<file path="src/rtl/systolic_row_feeder.sv">
// systolic_row_feeder
// Buffers activation vectors (one MUL_BW element per array row) in a small
// registered FIFO and applies the diagonal skew the systolic array needs:
// lane r is delayed r cycles relative to lane 0. After the last vector of a
// tile it injects zeros until that vector has reached lane ROWS-1, so the
// wavefront fully drains before the next tile enters.
//
// Ports:
//   clk, rst       single rising-edge clock, synchronous active-high reset
//   i_valid/o_ready/i_data/i_last
//                  input vector handshake. A vector (with its last flag) is
//                  accepted on every rising edge where i_valid && o_ready;
//                  i_valid may be held regardless of o_ready, and data is
//                  only consumed on an accepting edge. o_ready = !full && !rst.
//   i_en           array advance enable; when low the skew chains, FSM and
//                  flush counter hold (pushes still proceed)
//   o_left         per-lane value to PE row r i_left, lane r at [r*MUL_BW +: MUL_BW]
//   o_lane_valid   lane r carries real data (not a bubble / flush zero)
//   o_busy         FSM not idle or any lane valid
//   o_done         one-cycle pulse when a tile's last element reaches lane ROWS-1
//   o_dbg_state    current FSM state (IDLE=0, STREAM=1, FLUSH=2)
module systolic_row_feeder #(
    parameter int MUL_BW = 16,
    parameter int ROWS   = 4,
    parameter int DEPTH  = 4
) (
    input  logic                   clk,
    input  logic                   rst,
    input  logic                   i_valid,
    input  logic [ROWS*MUL_BW-1:0] i_data,
    input  logic                   i_last,
    output logic                   o_ready,
    input  logic                   i_en,
    output logic [ROWS*MUL_BW-1:0] o_left,
    output logic [ROWS-1:0]        o_lane_valid,
    output logic                   o_busy,
    output logic                   o_done,
    output logic [1:0]             o_dbg_state
);

    localparam int VW    = ROWS * MUL_BW;
    localparam int PTR_W = $clog2(DEPTH);
    localparam int CNT_W = $clog2(DEPTH) + 1;
    localparam int FC_W  = (ROWS > 1) ? $clog2(ROWS) : 1;

    typedef enum logic [1:0] {
        ST_IDLE   = 2'd0,
        ST_STREAM = 2'd1,
        ST_FLUSH  = 2'd2
    } state_e;

    // ---------------- FIFO ----------------
    // Each entry is {last, data}.
    logic [VW:0]      mem_q [DEPTH];
    logic [VW:0]      mem_d [DEPTH];
    logic [PTR_W-1:0] wr_ptr_q, wr_ptr_d;
    logic [PTR_W-1:0] rd_ptr_q, rd_ptr_d;
    logic [CNT_W-1:0] count_q, count_d;

    logic full, empty, push, pop;
    logic [VW-1:0] head_data;
    logic          head_last;

    assign full      = (count_q == CNT_W'(DEPTH));
    assign empty     = (count_q == '0);
    assign o_ready   = !full && !rst;
    assign push      = i_valid && o_ready;
    assign head_data = mem_q[rd_ptr_q][VW-1:0];
    assign head_last = mem_q[rd_ptr_q][VW];

    always_comb begin
        mem_d    = mem_q;
        wr_ptr_d = wr_ptr_q;
        rd_ptr_d = rd_ptr_q;
        count_d  = count_q;
        if (push) begin
            mem_d[wr_ptr_q] = {i_last, i_data};
            wr_ptr_d        = wr_ptr_q + 1'b1;
        end
        if (pop) begin
            rd_ptr_d = rd_ptr_q + 1'b1;
        end
        case ({push, pop})
            2'b10:   count_d = count_q + 1'b1;
            2'b01:   count_d = count_q - 1'b1;
            default: count_d = count_q;
        endcase
    end

    // Storage needs no reset: reads only happen when count_q says an entry is live.
    always_ff @(posedge clk) begin
        mem_q <= mem_d;
    end

    always_ff @(posedge clk) begin
        if (rst) begin
            wr_ptr_q <= '0;
            rd_ptr_q <= '0;
            count_q  <= '0;
        end else begin
            wr_ptr_q <= wr_ptr_d;
            rd_ptr_q <= rd_ptr_d;
            count_q  <= count_d;
        end
    end

    // ---------------- FSM ----------------
    state_e          state_q, state_d;
    logic [FC_W-1:0] flush_cnt_q, flush_cnt_d;
    logic            done_q, done_d;
    logic [FC_W-1:0] flush_cnt_inc;

    assign flush_cnt_inc = flush_cnt_q + 1'b1;

    always_comb begin
        state_d     = state_q;
        flush_cnt_d = flush_cnt_q;
        pop         = 1'b0;
        // o_done is a single-cycle pulse even when the array is stalled.
        done_d      = 1'b0;
        if (i_en) begin
            case (state_q)
                ST_IDLE, ST_STREAM: begin
                    if (!empty) begin
                        pop     = 1'b1;
                        state_d = ST_STREAM;
                        if (head_last) begin
                            if (ROWS > 1) begin
                                state_d     = ST_FLUSH;
                                flush_cnt_d = '0;
                            end else begin
                                // Single lane: the element is already at the last lane.
                                done_d  = 1'b1;
                                state_d = ST_IDLE;
                            end
                        end
                    end
                end
                ST_FLUSH: begin
                    flush_cnt_d = flush_cnt_inc;
                    // ROWS-1 zero injections after the last pop put the last
                    // element on lane ROWS-1 exactly at this edge.
                    if (flush_cnt_inc == FC_W'(ROWS - 1)) begin
                        done_d  = 1'b1;
                        state_d = empty ? ST_IDLE : ST_STREAM;
                    end
                end
                default: state_d = ST_IDLE;
            endcase
        end
    end

    always_ff @(posedge clk) begin
        if (rst) begin
            state_q     <= ST_IDLE;
            flush_cnt_q <= '0;
            done_q      <= 1'b0;
        end else begin
            state_q     <= state_d;
            flush_cnt_q <= flush_cnt_d;
            done_q      <= done_d;
        end
    end

    // ---------------- Skew chains ----------------
    // Injected column: the popped vector, or zeros (bubble / flush).
    logic [VW-1:0] inj_data;
    assign inj_data = pop ? head_data : '0;

    for (genvar r = 0; r < ROWS; r++) begin : g_lane
        logic [MUL_BW-1:0] data_q [0:r];
        logic [MUL_BW-1:0] data_d [0:r];
        logic [r:0]        vld_q, vld_d;

        always_comb begin
            data_d = data_q;
            vld_d  = vld_q;
            if (i_en) begin
                data_d[0] = inj_data[r*MUL_BW +: MUL_BW];
                vld_d[0]  = pop;
                for (int s = 1; s <= r; s++) begin
                    data_d[s] = data_q[s-1];
                    vld_d[s]  = vld_q[s-1];
                end
            end
        end

        always_ff @(posedge clk) begin
            if (rst) begin
                for (int s = 0; s <= r; s++) begin
                    data_q[s] <= '0;
                end
                vld_q <= '0;
            end else begin
                data_q <= data_d;
                vld_q  <= vld_d;
            end
        end

        assign o_left[r*MUL_BW +: MUL_BW] = data_q[r];
        assign o_lane_valid[r]            = vld_q[r];
    end

    assign o_busy      = (state_q != ST_IDLE) || (|o_lane_valid);
    assign o_done      = done_q;
    assign o_dbg_state = state_q;

endmodule

</file>
<file path="config.mk">
export PLATFORM = sky130hd
export DESIGN_NAME = systolic_row_feeder
export DESIGN_NICKNAME = d
export VERILOG_FILES = /design/src/rtl/systolic_row_feeder.sv
export SDC_FILE = /design/constraint.sdc
export NUM_CORES = 1
export LEC_CHECK = 0
export ABC_AREA = 1
export BUFFER_PORTS_ARGS = -buffer_cell sky130_fd_sc_hd__buf_2
export CORE_ASPECT_RATIO = 1.5
export CORE_MARGIN = 2
export CORE_UTILIZATION = 53
export CTS_CLUSTER_SIZE = 30
export DETAILED_ROUTE_END_ITERATION = 10
export GPL_TIMING_DRIVEN = 0
export PLACE_DENSITY_LB_ADDON = 0.15
export SLEW_MARGIN = 20
export SYNTH_ARGS = -nofsm -noshare
export SYNTH_HDL_FRONTEND = slang
export SYNTH_SLANG_ARGS = --single-unit
</file>
<file path="constraint.sdc">
create_clock -name clk -period 3.8 [get_ports clk]
set_input_delay 0.19 -clock clk [delete_from_list [all_inputs] [get_ports clk]]
set_output_delay 0.19 -clock clk [all_outputs]
set_load 0.02 [all_outputs]
</file>
### Word-level counts from Yosys, hierarchy flattened

Index checks and enable logic that the tools add are counted.
Widths: inputs -> output; s select.

| storage, ports and cells | value |
|---|---|
| logic and storage cells | 81 |
| bits of input ports | 69 |
| register bits | 442 |

| cells by class | value |
|---|---|
| eq/ne operators | 9 |
| $lt $le $gt $ge | 3 |
| muxes and demuxes | 20 |
| $add $sub $neg | 5 |
| bitwise gates (word level) | 4 |
| reduce and logical (&&, ||, !) cells | 16 |

Operators by type and width:

| operator | number |
|---|---|
| $bwmux 260 | 1 |
| $mux 65 | 3 |
| $bmux 65 s2 | 1 |
| $demux 65 s2 | 1 |
| $mux 64 | 1 |
| $mux 2 | 5 |
| $pmux 2 s2 | 2 |
| $add 2x1->2 const B | 3 |
| $eq 2x2->1 const B | 3 |
| $ge 3x3->1 const B | 2 |
| $ne 2x2->1 const B | 3 |
| $not 2->3 | 2 |
| $pmux 3 s2 | 1 |
| $reduce_bool 2->1 | 3 |
| $mux 1 | 5 |
| $eq 2x1->1 const B | 2 |
| $reduce_and 4->1 | 1 |
| $reduce_or 4->1 | 1 |
| $add 3x1->3 const B | 1 |
| $eq 3x3->1 const B | 1 |
| $logic_and 1x1->1 | 3 |
| $logic_not 3->1 | 1 |
| $lt 3x1->1 const B | 1 |
| $reduce_and 3->1 | 1 |
| 7 further kinds | 9 |

### Depth between registers and ports, before layout

Gate-level depths: netlist of the first run.

| depth | value |
|---|---|
| depth in word-level cells | 7 |
| mapped depth | 11 |
| depth with buffers taken out | 10 |

### Worst setup path after synthesis of the first run

No wires, ideal clock.

| timing path | value |
|---|---|
| kind | register to register |
| start point | register count_q[1] |
| end point | register mem_q[0] (netlist name) (enable) |
| required time | 3.311 ns |
| path slack | -0.633 ns |
| setup time | 0.489 ns |
| arrival time | 3.945 ns |
| clock period less this slack | 4.433 ns |
| stages on the path, launching flop included | 5 |
| cells stage by stage | dfxtp_1 inv_2 a31oi_1 nand2_1 nor2_1 |

| between the ends | value |
|---|---|
| word-level cells in the longest chain between the ends | 4 |

RTL lines:

| item | RTL line | RTL |
|---|---|---|
| start: declaration | 58 | `logic [CNT_W-1:0] count_q, count_d;` |
| start signal: assignment | 103 | `count_q <= count_d;` |
| $eq 3x3->1 | 64 | `assign full = (count_q == CNT_W'(DEPTH));` |
| $logic_not 1->1 | 66 | `assign o_ready = !full && !rst;` |
| $logic_and 1x1->1 | 66 |  |
| net o_ready | 32 | `output logic o_ready,` |
| $logic_and 1x1->1 | 67 | `assign push = i_valid && o_ready;` |
| end signal: assignment | 92 | `mem_q <= mem_d;` |
| end: declaration | 54 | `logic [VW:0] mem_q [DEPTH];` |

The timed path passes the listed nets, and every way through them passes these cells.
A chain may end at the register's enable or synchronous reset.

### Worst setup path in the final report of the first run

| timing path | value |
|---|---|
| start point | register count_q[1] |
| end point | register count_q[2] |

| between the ends | value |
|---|---|
| word-level cells in the longest chain between the ends | 6 |
| elaborated cells between the ends (all ways) | 14 |
| classes of those cells | add/sub (2); eq/ne (3); mux (4); reduce/logical (5) |

RTL lines:

| item | RTL line | RTL |
|---|---|---|
| $logic_not 3->1 / $eq 3x3->1 (equally long branches) | 65, 64 |  |
| $mux 1 / $logic_not 1->1 (equally long branches) | 124, 66 |  |
| $mux 1 / $logic_and 1x1->1 (equally long branches) | 122, 66 |  |
| $mux 1 / $logic_and 1x1->1 (equally long branches) | 121, 67 |  |
| $eq 2x1->1 / $eq 2x2->1 (equally long branches) | 83 | `case ({push, pop})` |
| $pmux 3 s2 / $reduce_bool 2->1 (equally long branches) | - |  |

Parallel ways exist; a longest one is shown, timed or not.

==> run summary, run 1 <==
Yosys warning total: 0
CP Capture Point: count_q[2]
initial core utilization: 53.7%
largest net degree at the start of global routing: 22
CP Class: flop to flop
RSZ-0062 raised after global routing: false
Syn Area/Cell: 11.0 um^2
first-pass GRT wire length: 58.6 mm
commonest cells after routing, fill and taps aside: nor2_1 (329), edfxtp_1 (260), o21ai_0 (194)
Peak VDD IR: 389 uV
worst-margin pin slew: 0.703 ns
DRC viols: 0
DR pass1 iterations: 5
Final GP Congestion: 0.786
Setup crit start kind: flop
number of global-route vias before repair: 11400
number of fill cells: 2411
initial antenna violation count: 1
Die W: 147 um
R2R cell count: 9
die height: 219 um
P per Cell Area: 600 nW/um^2
CP Data Arrival Time: 3.13 ns
Final Hold Fails: 0
clock root buffer: clkbuf_16
Final Critical Period: 2.74 ns
clock-pin slew on the worst setup and hold paths: 0.06 ns
status: completed
CP Capture Type: flop
Slew Limit Headroom: 53.1%
synthesized area: 16300 um^2
commonest non-fill, non-tap cell in the layout: nor2_1
# port buffers: 139
Wirelength per Cell: 17.5 um
FP Rows: 78
max_cap viols: 0
post-synthesis sequential area ratio: 69.7%
Post-Place Cells: 2033
Reg-to-Reg End: count_q[2]
Crit Path Max Fanout: 9
final antenna-violating net count: 0
Clk Latency, worst-skew pair: 0.53 ns
Slew Limit Fails: 0
final global-route overflow total: 0
share of layout cells above drive strength 1: 18.2%
Post-Syn Nets: 1558
R2R setup slack: 1.06 ns
Final Setup Violations: 0
Final TNS setup: 0 ns
clk sinks: 436
Die Area: 32100 um^2
Hold WC Path Type: input port to flop
initial DRC count: 709
Post-Syn Instances: 1482
period utilization: 72.0%
Global Route Usage Sum: 23.6%
area delta synth->final: 21.0%
post-route insts no fill: 2171
Core Footprint: 30300 um^2
Layout Utilization: 65.0%
nets@finish: 1816
#FFs+latches synth: 436
Vias: 11500
Clock Skews: 0.00596 ns
I/O pin count: 142
hpwl dp: 25.0 mm
CTS buffer count: 40
Static Leak: 7.47 nW
Max Freq: 0.366 GHz
clock buffer depth: 3
CTS tree: built
reg2reg start: count_q[1]
CP Data Required Time: 4.20 ns
routed wire length: 38.0 mm
Via density: 5.28
Crit. Startpoint: count_q[1]
Yosys cell types: 27
htree depth: 2
## per-layer routing
layer | vias up | share of wire, % | global-route usage [%]
met5 | - | 0 | 0
met4 | 0 | 3.4 | 9.42
met3 | 90 | 5.7 | 3.84
met2 | 342 | 52 | 44.3
met1 | 5450 | 39 | 26.5
li1 | 5581 | - | -
## critical path, stage by stage (launching register included)
cell     delay (ns)
dfxtp_1        0.39
inv_2          0.07
a31oi_1        0.31
nand2_1        0.40
ha_1           0.39
fa_1           0.40
a21oi_1        0.14
o21ai_0        0.15
o21ai_0        0.25
a21oi_1        0.10
## cell families after synthesis
logic type	after synthesis	share of synthesized area, %
AOI/OAI and AO/OA	377	12.1
adders and majority gates	7	0.585
buffers and inverters	169	6.00
DFF	436	69.7
and+or+nand+nor	493	11.6
## cells in the mapped netlist
cell type	instances	share of area, %
o22ai_1	64	2.5
fa_1	1	0.12
buf_6	9	0.62
nand2_2	3	0.12
or2_2	1	0.039
nor2_4	1	0.069
a31oi_1	1	0.039
nand4_1	1	0.039
nand2_1	144	3.3
inv_2	9	0.21
buf_4	60	2.8
inv_1	13	0.30
a21oi_1	77	2.4
nor3b_1	1	0.046
nor2_1	333	7.7
o21ai_0	194	6.0
o21ai_1	41	1.3
edfxtp_1	260	48
nand3_1	8	0.25
clkbuf_1	47	1.1
buf_2	26	0.80
buf_1	3	0.069
ha_1	6	0.46
buf_8	1	0.092
nor4_1	1	0.039
inv_6	1	0.054
dfxtp_1	176	22
## registers in the layout, indices dropped and copies added (netlist names)
register	count
mem_q	260
g_lane.data_q	112
o_left	48
g_lane.vld_q	4
count_q	3
flush_cnt_q	2
o_dbg_state	2
rd_ptr_q	2
wr_ptr_q	2
o_done	1
## through the flow
step           area (um^2)  power [mW]  setup slack [ns]  hold WS [ns]
2_1_floorplan        16300        7.20            -0.633         0.289
3_3_place_gp         17500        7.93             -2.81         0.402
3_5_place_dp         17800        8.00              1.12         0.409
4_1_cts              19700        11.9              1.10         0.106
5_1_grt              19700        12.3             0.930         0.134
6_report             19700        11.8              1.06         0.130
## worst min path at each step
stage	from	endpoint	depth (start not counted)	slack (ns)
after detailed placement	i_data[23]	mem_q[218]	1	0.41
after CTS	i_en	g_lane[3].data_q[29]	3	0.11
after global routing	i_en	g_lane[3].data_q[25]	3	0.13
after global placement	i_data[36]	mem_q[101]	1	0.40
final	i_en	o_left[61]	3	0.13
after floorplan	i_data[0]	mem_q[0]	0	0.29
## what timing repair did
item,4_1_cts,5_1_grt
resized for setup,0,0
hold buffers,65,0
setup buffers,0,0
hold endpoints to repair,260,0
## area by class of cell
class	instances	area [um^2]	share of cell area (%)
sequential	436	11300	57.6
multi-input combinational	877	3980	20.2
buffer	146	885	4.50
inverter	23	91.3	0.464
antenna	1	2.50	0.0127
clock inverter	11	78.8	0.401
tap	400	500	2.54
timing repair buffer	216	1630	8.29
clock buffer	61	1170	5.95
## power breakdown
group	total (mW)	internal, mW	switching, mW
Sequential	5.56	5.38	0.182
Combinational	2.40	0.855	1.55
Clock	3.83	2.19	1.64
No activity file was read; power rests on OpenSTA's default activity.
==> run 2: changes to the inputs <==
--- a/config.mk
+++ b/config.mk
@@ -9,7 +9,7 @@
 export BUFFER_PORTS_ARGS = -buffer_cell sky130_fd_sc_hd__buf_2
 export CORE_ASPECT_RATIO = 1.5
 export CORE_MARGIN = 2
-export CORE_UTILIZATION = 53
+export CORE_UTILIZATION = 59
 export CTS_CLUSTER_SIZE = 30
 export DETAILED_ROUTE_END_ITERATION = 10
 export GPL_TIMING_DRIVEN = 0
==> constraint.sdc (replaced) <==
create_clock -name clk -period 2.8 [get_ports clk]
set_input_delay 0.14 -clock clk [delete_from_list [all_inputs] [get_ports clk]]
set_output_delay 0.14 -clock clk [all_outputs]
set_load 0.02 [all_outputs]
==> run 2 against run 1 <==
- core utilization is 7.3 points higher
- routed wire length up 0.39%
- total power increased by 38%
- final cell count decreased by 2.7%
- combinational power grew 37%
- die area is 9.9% lower
- non-clock buffer count decreased by 1
- fmax increased by 6.2%
==> run summary, run 2 (same netlist as run 1, synthesis figures left out) <==
status: completed
htree depth: 2 (unchanged)
Core Footprint: 27100 um^2 (-10%)
max_cap viols: 0 (unchanged)
Static Leak: 7.47 nW (about the same)
Final TNS setup: 0 ns (unchanged)
max reg flops: 260 (unchanged)
crit-path cells: inv_2 > a31oi_1 > nand2_2 > ha_1 > fa_1 > a21oi_1 > o21ai_0 > o21ai_0 > a21oi_1
commonest cells after routing, fill and taps aside: nor2_1 (329), edfxtp_1 (260), o21ai_0 (194)
FP Rows: 74 (-5.1%)
clock root buffer: clkbuf_16
RSZ-0062 raised after global routing: false
largest reg by FF count: mem_q
clock buffer depth: 3 (unchanged)
final antenna-violating net count: 0 (unchanged)
clk sinks: 436 (unchanged)
Crit. Startpoint: count_q[1]
hpwl dp: 24.0 mm (-3.8%)
DRC viols: 0 (unchanged)
Hold WC Path Type: input port to flop
post-route insts no fill: 2113 (-2.7%)
nets@finish: 1816 (unchanged)
Tot Pwr: 16.3 mW (+38%)
R2R cell count: 9 (unchanged)
DR pass1 iterations: 5 (unchanged)
I/O pin count: 142 (unchanged)
CP Data Arrival Time: 2.99 ns (-0.14 ns)
Slew Limit Fails: 0 (unchanged)
CP Capture Type: flop
Max Freq: 0.388 GHz (+6.2%)
Final Setup Violations: 0 (unchanged)
CTS buffer count: 40 (unchanged)
P per Cell Area: 829 nW/um^2 (+38%)
Post-Place Cells: 1974 (-2.9%)
clock-pin slew on the worst setup and hold paths: 0.06 ns (about the same)
Global Route Usage Sum: 25.9% (+2.3 points)
Reg-to-Reg End: count_q[2]
Die W: 140 um (-5.1%)
CTS tree: built
reg2reg start: count_q[1]
R2R setup slack: 0.22 ns (-0.84 ns)
Peak VDD IR: 619 uV (+59%)
largest net degree at the start of global routing: 24 (+9.1%)
Crit Path Max Fanout: 10 (+1)
die height: 207 um (-5.1%)
Die Area: 28900 um^2 (-9.9%)
commonest non-fill, non-tap cell in the layout: nor2_1
CP Class: flop to flop
Final Hold Fails: 0 (unchanged)
Clk Latency, worst-skew pair: 0.54 ns (about the same)
worst-margin pin slew: 0.756 ns (+0.0529 ns)
dpl cell area: 17700 um^2 (-0.65%)
initial core utilization: 59.9% (+6.2 points)
routed wire length: 38.2 mm (+0.39%)
crit-path max cell delay: 0.41 ns (about the same)
Wirelength per Cell: 18.1 um (+3.1%)
final global-route overflow total: 0 (unchanged)
Final GP Congestion: 0.813 (+3.4%)
# port buffers: 139 (unchanged)
slowest stage cell, crit path: fa_1
Vias: 11600 (+1.1%)
Setup crit start kind: flop
initial DRC count: 792 (+12%)
CP Capture Point: count_q[2]
first-pass GRT wire length: 59.1 mm (+0.82%)
area delta synth->final: 20.6%
period utilization: 92.0% (+20 points)
Clock Skews: 0.0149 ns (+0.00892 ns)
number of global-route vias before repair: 11500 (+1.7%)
design area: 19600 um^2 (-0.30%)
Via density: 5.49 (+3.9%)
CP Data Required Time: 3.21 ns (-0.99 ns)
share of layout cells above drive strength 1: 18.4% (+0.17 points)
WHS: 0.0614 ns (-0.0682 ns)
Slew Limit Headroom: 49.5% (-3.6 points)
initial antenna violation count: 0 (-1)
Final Critical Period: 2.58 ns (-0.159 ns)
## run 2: cell count changes in the layout (fill, tap and decap cells not counted), moves of 2 or more
cell,change
clkbuf_8,-4
inv_1,-2
buf_16,-3
clkbuf_1,-5
clkinv_1,+5
bufinv_16,+3
buf_12,+2
## run 2: worst max-delay path, delay by kind of cell, from the launching register on
family	cells	cell delay, ns
AND/OR/NAND/NOR	1	0.32
AO/OA/AOI/OAI	5	0.93
buffers and inverters	1	0.07
flip-flops	1	0.37
adder cells (fa/ha/maj)	2	0.76
## run 2: repair_timing
item,in CTS,in global routing
endpoints found under the hold margin,260,0
setup endpoints to repair,0,23
gates resized for setup,0,1
hold buffers,65,0
buffers inserted,0,0
## run 2: area by class of cell
type / instances / area, um^2
sequential: 436 / 11300
fill: 1953 / 7520
multi-input combinational: 878 / 3990
timing repair buffer: 215 / 1590
clock buffer: 52 / 1100
buffer: 146 / 885
tap: 342 / 428
clock inverter: 20 / 200
inverter: 23 / 91.3
antenna: 1 / 2.50
## run 2: report_power, final
part	switching [mW]	total, mW	internal (mW)	leakage, nW
sequential	0.251	7.55	7.30	3.80
clock	2.29	5.43	3.14	0.638
combinational	2.13	3.28	1.16	3.03
total	4.66	16.3	11.6	7.47
## run 2: how the worst min path moves through the flow
stage	start	end	slack, ns	depth (start not counted)
after floorplan	i_data[0]	mem_q[0]	0.24	0
after detailed placement	i_data[16]	mem_q[211]	0.36	1
after global placement	i_data[35]	mem_q[35]	0.35	1
final	i_en	o_left[52]	0.06	3
after global routing	i_en	g_lane[3].data_q[29]	0.09	3
after CTS	i_en	g_lane[3].data_q[27]	0.06	3
## run 2: metal layers
metal	GRT usage (%)	routed length [um]
met5	0	0
met4	9.21	888
met3	4.22	2270
met2	47.6	20300
met1	30.5	14700
## run 2: stage by stage
step           setup WS [ns]  util [%]
2_1_floorplan         -0.590         -
3_3_place_gp           -1.79      64.1
3_5_place_dp           0.105      65.1
4_1_cts               0.0806      72.3
5_1_grt                0.135      72.3
6_report               0.223      72.3
==> run 3: changes to the inputs <==
--- a/config.mk
+++ b/config.mk
@@ -9,7 +9,7 @@
 export BUFFER_PORTS_ARGS = -buffer_cell sky130_fd_sc_hd__buf_2
 export CORE_ASPECT_RATIO = 1.5
 export CORE_MARGIN = 2
-export CORE_UTILIZATION = 59
+export CORE_UTILIZATION = 63
 export CTS_CLUSTER_SIZE = 30
 export DETAILED_ROUTE_END_ITERATION = 10
 export GPL_TIMING_DRIVEN = 0
==> constraint.sdc (replaced) <==
create_clock -name clk -period 3.2 [get_ports clk]
set_input_delay 0.16 -clock clk [delete_from_list [all_inputs] [get_ports clk]]
set_output_delay 0.16 -clock clk [all_outputs]
set_load 0.1 [all_outputs]
==> run 3 against run 2 <==
- global-route usage is 2.0 points higher
- sequential cell count did not move
- non-clock buffer count grew 1
- sequential power is 12% lower
- worst setup slack better by 0.58 ns
- highest routed layer unchanged
- count of clock-buffer cells in the layout is 1 higher
- die area down 6.2%
- sequential share of layout area up 0.070 points
- routed wire length fell by 2.5%
- core utilization up 4.3 points
- combinational power increased by 8.2%
==> run summary, run 3 (same netlist as run 1, synthesis figures left out) <==
status: completed
CTS tree: built
area delta synth->final: 20.5%
FP Rows: 72 (-2.7%)
CP Capture Type: flop
first-pass GRT wire length: 58.4 mm (-1.2%)
max_cap viols: 0 (unchanged)
share of layout cells above drive strength 1: 18.1% (-0.22 points)
Final GP Congestion: 0.838 (+3.2%)
max reg flops: 260 (unchanged)
cell family contributing the most delay on the critical path: simple AND/OR/NAND/NOR gates
Final Hold Fails: 0 (unchanged)
clock share of power: 30.6% (-2.8 points)
Setup crit start kind: flop
DP Worst Slack: 0.845 ns (+0.741 ns)
largest net degree at the start of global routing: 23 (-4.2%)
crit-path cells: inv_2 > a31oi_4 > nand2_1 > nor2_4 > buf_16 > buf_16
post-cts repair resize count: 0 (unchanged)
Max Freq: 0.418 GHz (+7.7%)
Setup Fix Bufs, Post-CTS: 0 (unchanged)
htree depth: 2 (unchanged)
met2 routed WL: 19.7 mm (-3.0%)
I/O pin count: 142 (unchanged)
largest reg by FF count: mem_q
uppermost routed layer: met4
clock-pin slew on the worst setup and hold paths: 0.06 ns (about the same)
Slew Limit Fails: 0 (unchanged)
Slew Limit Headroom: 53.1% (+3.6 points)
# port buffers: 139 (unchanged)
nets@finish: 1816 (unchanged)
P per Cell Area: 747 nW/um^2 (-9.9%)
clock buffer depth: 3 (unchanged)
RSZ-0062 raised after global routing: false
commonest non-fill, non-tap cell in the layout: nor2_1
Crit Path Max Fanout: 20 (+10)
initial antenna violation count: 0 (unchanged)
hpwl dp: 23.9 mm (-0.73%)
M1 WL: 13.9 mm (-5.1%)
Met3 Routed Length: 2.41 mm (+6.1%)
Sw Ratio: 32.0% (+3.3 points)
Peak VDD IR: 561 uV (-9.4%)
CP Data Required Time: 3.43 ns (+0.22 ns)
Die Area: 27100 um^2 (-6.2%)
Static Leak: 7.46 nW (-0.22%)
die height: 201 um (-3.2%)
Die W: 135 um (-3.1%)
crit-path max cell delay: 0.64 ns (+0.23 ns)
WHS: 0.0837 ns (+0.0223 ns)
Final Critical Period: 2.39 ns (-0.183 ns)
final antenna-violating net count: 0 (unchanged)
Clk Latency, worst-skew pair: 0.54 ns (about the same)
# hold bufs at CTS: 65 (unchanged)
clk sinks: 436 (unchanged)
Tot Pwr: 14.6 mW (-10%)
Hold Crit Depth: 3 (unchanged)
sw power: 4.68 mW (+0.38%)
most used cell, CP: buf_16
period utilization: 74.8% (-17 points)
Wirelength per Cell: 17.7 um (-2.0%)
Final TNS setup: 0 ns (unchanged)
Clock Skews: 0.0122 ns (-0.00270 ns)
Reg power frac: 45.2% (-1.2 points)
number of global-route vias before repair: 11600 (+0.42%)
internal power: 9.95 mW (-14%)
CP Class: flop to flop
Vias: 11600 (+0.14%)
CP Data Arrival Time: 2.62 ns (-0.37 ns)
clock root buffer: clkbuf_16
routed wire length: 37.2 mm (-2.5%)
DR pass1 iterations: 6 (+1)
WP depth: 6 (-3)
Post-Place Cells: 1966 (-0.41%)
post-route insts no fill: 2102 (-0.52%)
worst-margin pin slew: 0.704 ns (-0.0526 ns)
final global-route overflow total: 0 (unchanged)
Final Setup Violations: 0 (unchanged)
commonest cells after routing, fill and taps aside: nor2_1 (329), edfxtp_1 (260), o21ai_0 (194)
WP buf/inv: 3 (+2)
logic gate share of total power: 24.2% (+4.0 points)
post-layout worst setup margin: 0.807 ns (+0.583 ns)
DRC viols: 0 (unchanged)
Core Footprint: 25600 um^2 (-5.7%)
slowest stage cell, crit path: nor2_4
Hold WC Path Type: input port to flop
initial DRC count: 918 (+16%)
initial core utilization: 63.5% (+3.6 points)
Global Route Usage Sum: 27.8% (+2.0 points)
# diodes: 0 (-1)
R2R cell count: 6 (-3)
Via density: 5.52 (+0.66%)
CTS buffer count: 40 (unchanged)
==> run 3: path summary, 6_finish.rpt <==
check	startpoint	to	slack (ns)
max	count_q[1]	mem_q[202]	0.81
min	i_en	o_left[59]	0.08
max reg2reg	count_q[1]	mem_q[202]	0.81
min reg2reg	g_lane[0].data_q[10]	g_lane[0].data_q[10]	0.46
==> run 3: tightest hold or removal path, cell delays in order <==
cell and delay (ns):
clkbuf_1 0.17, o21ai_0 0.20, nor2_1 0.04
==> run 3: power groups by stage <==
stage	Sequential, mW	Combinational, mW	Clock, mW
2_1_floorplan	7.08	2.15	0
3_3_place_gp	6.72	3.32	0
3_5_place_dp	6.72	3.43	0
4_1_cts	6.60	3.51	4.50
5_1_grt	6.65	3.83	4.73
6_report	6.61	3.55	4.48
==> run 3: layer usage <==
metal / track usage (%) / vias to the layer above
met3: 4.92 / 79
met1: 32.1 / 5499
li1: - / 5601
met5: 0 / -
met4: 11.5 / 0
met2: 50.6 / 427
==> run 3: final cells by class <==
class	count	area (um^2)
Buffer	146	885
Clock buffer	53	1120
Clock inverter	18	109
Fill cell	1742	6000
Inverter	23	91.3
Multi-Input combinational cell	877	4000
Sequential cell	436	11300
Tap cell	333	417
Timing Repair Buffer	216	1640
==> run 3: through the flow <==
stage	area [um^2]	util, %
6_report	19600	76.6
5_1_grt	19600	76.6
4_1_cts	19600	76.6
3_5_place_dp	17700	69.2
3_3_place_gp	17400	68.1
2_1_floorplan	16300	-
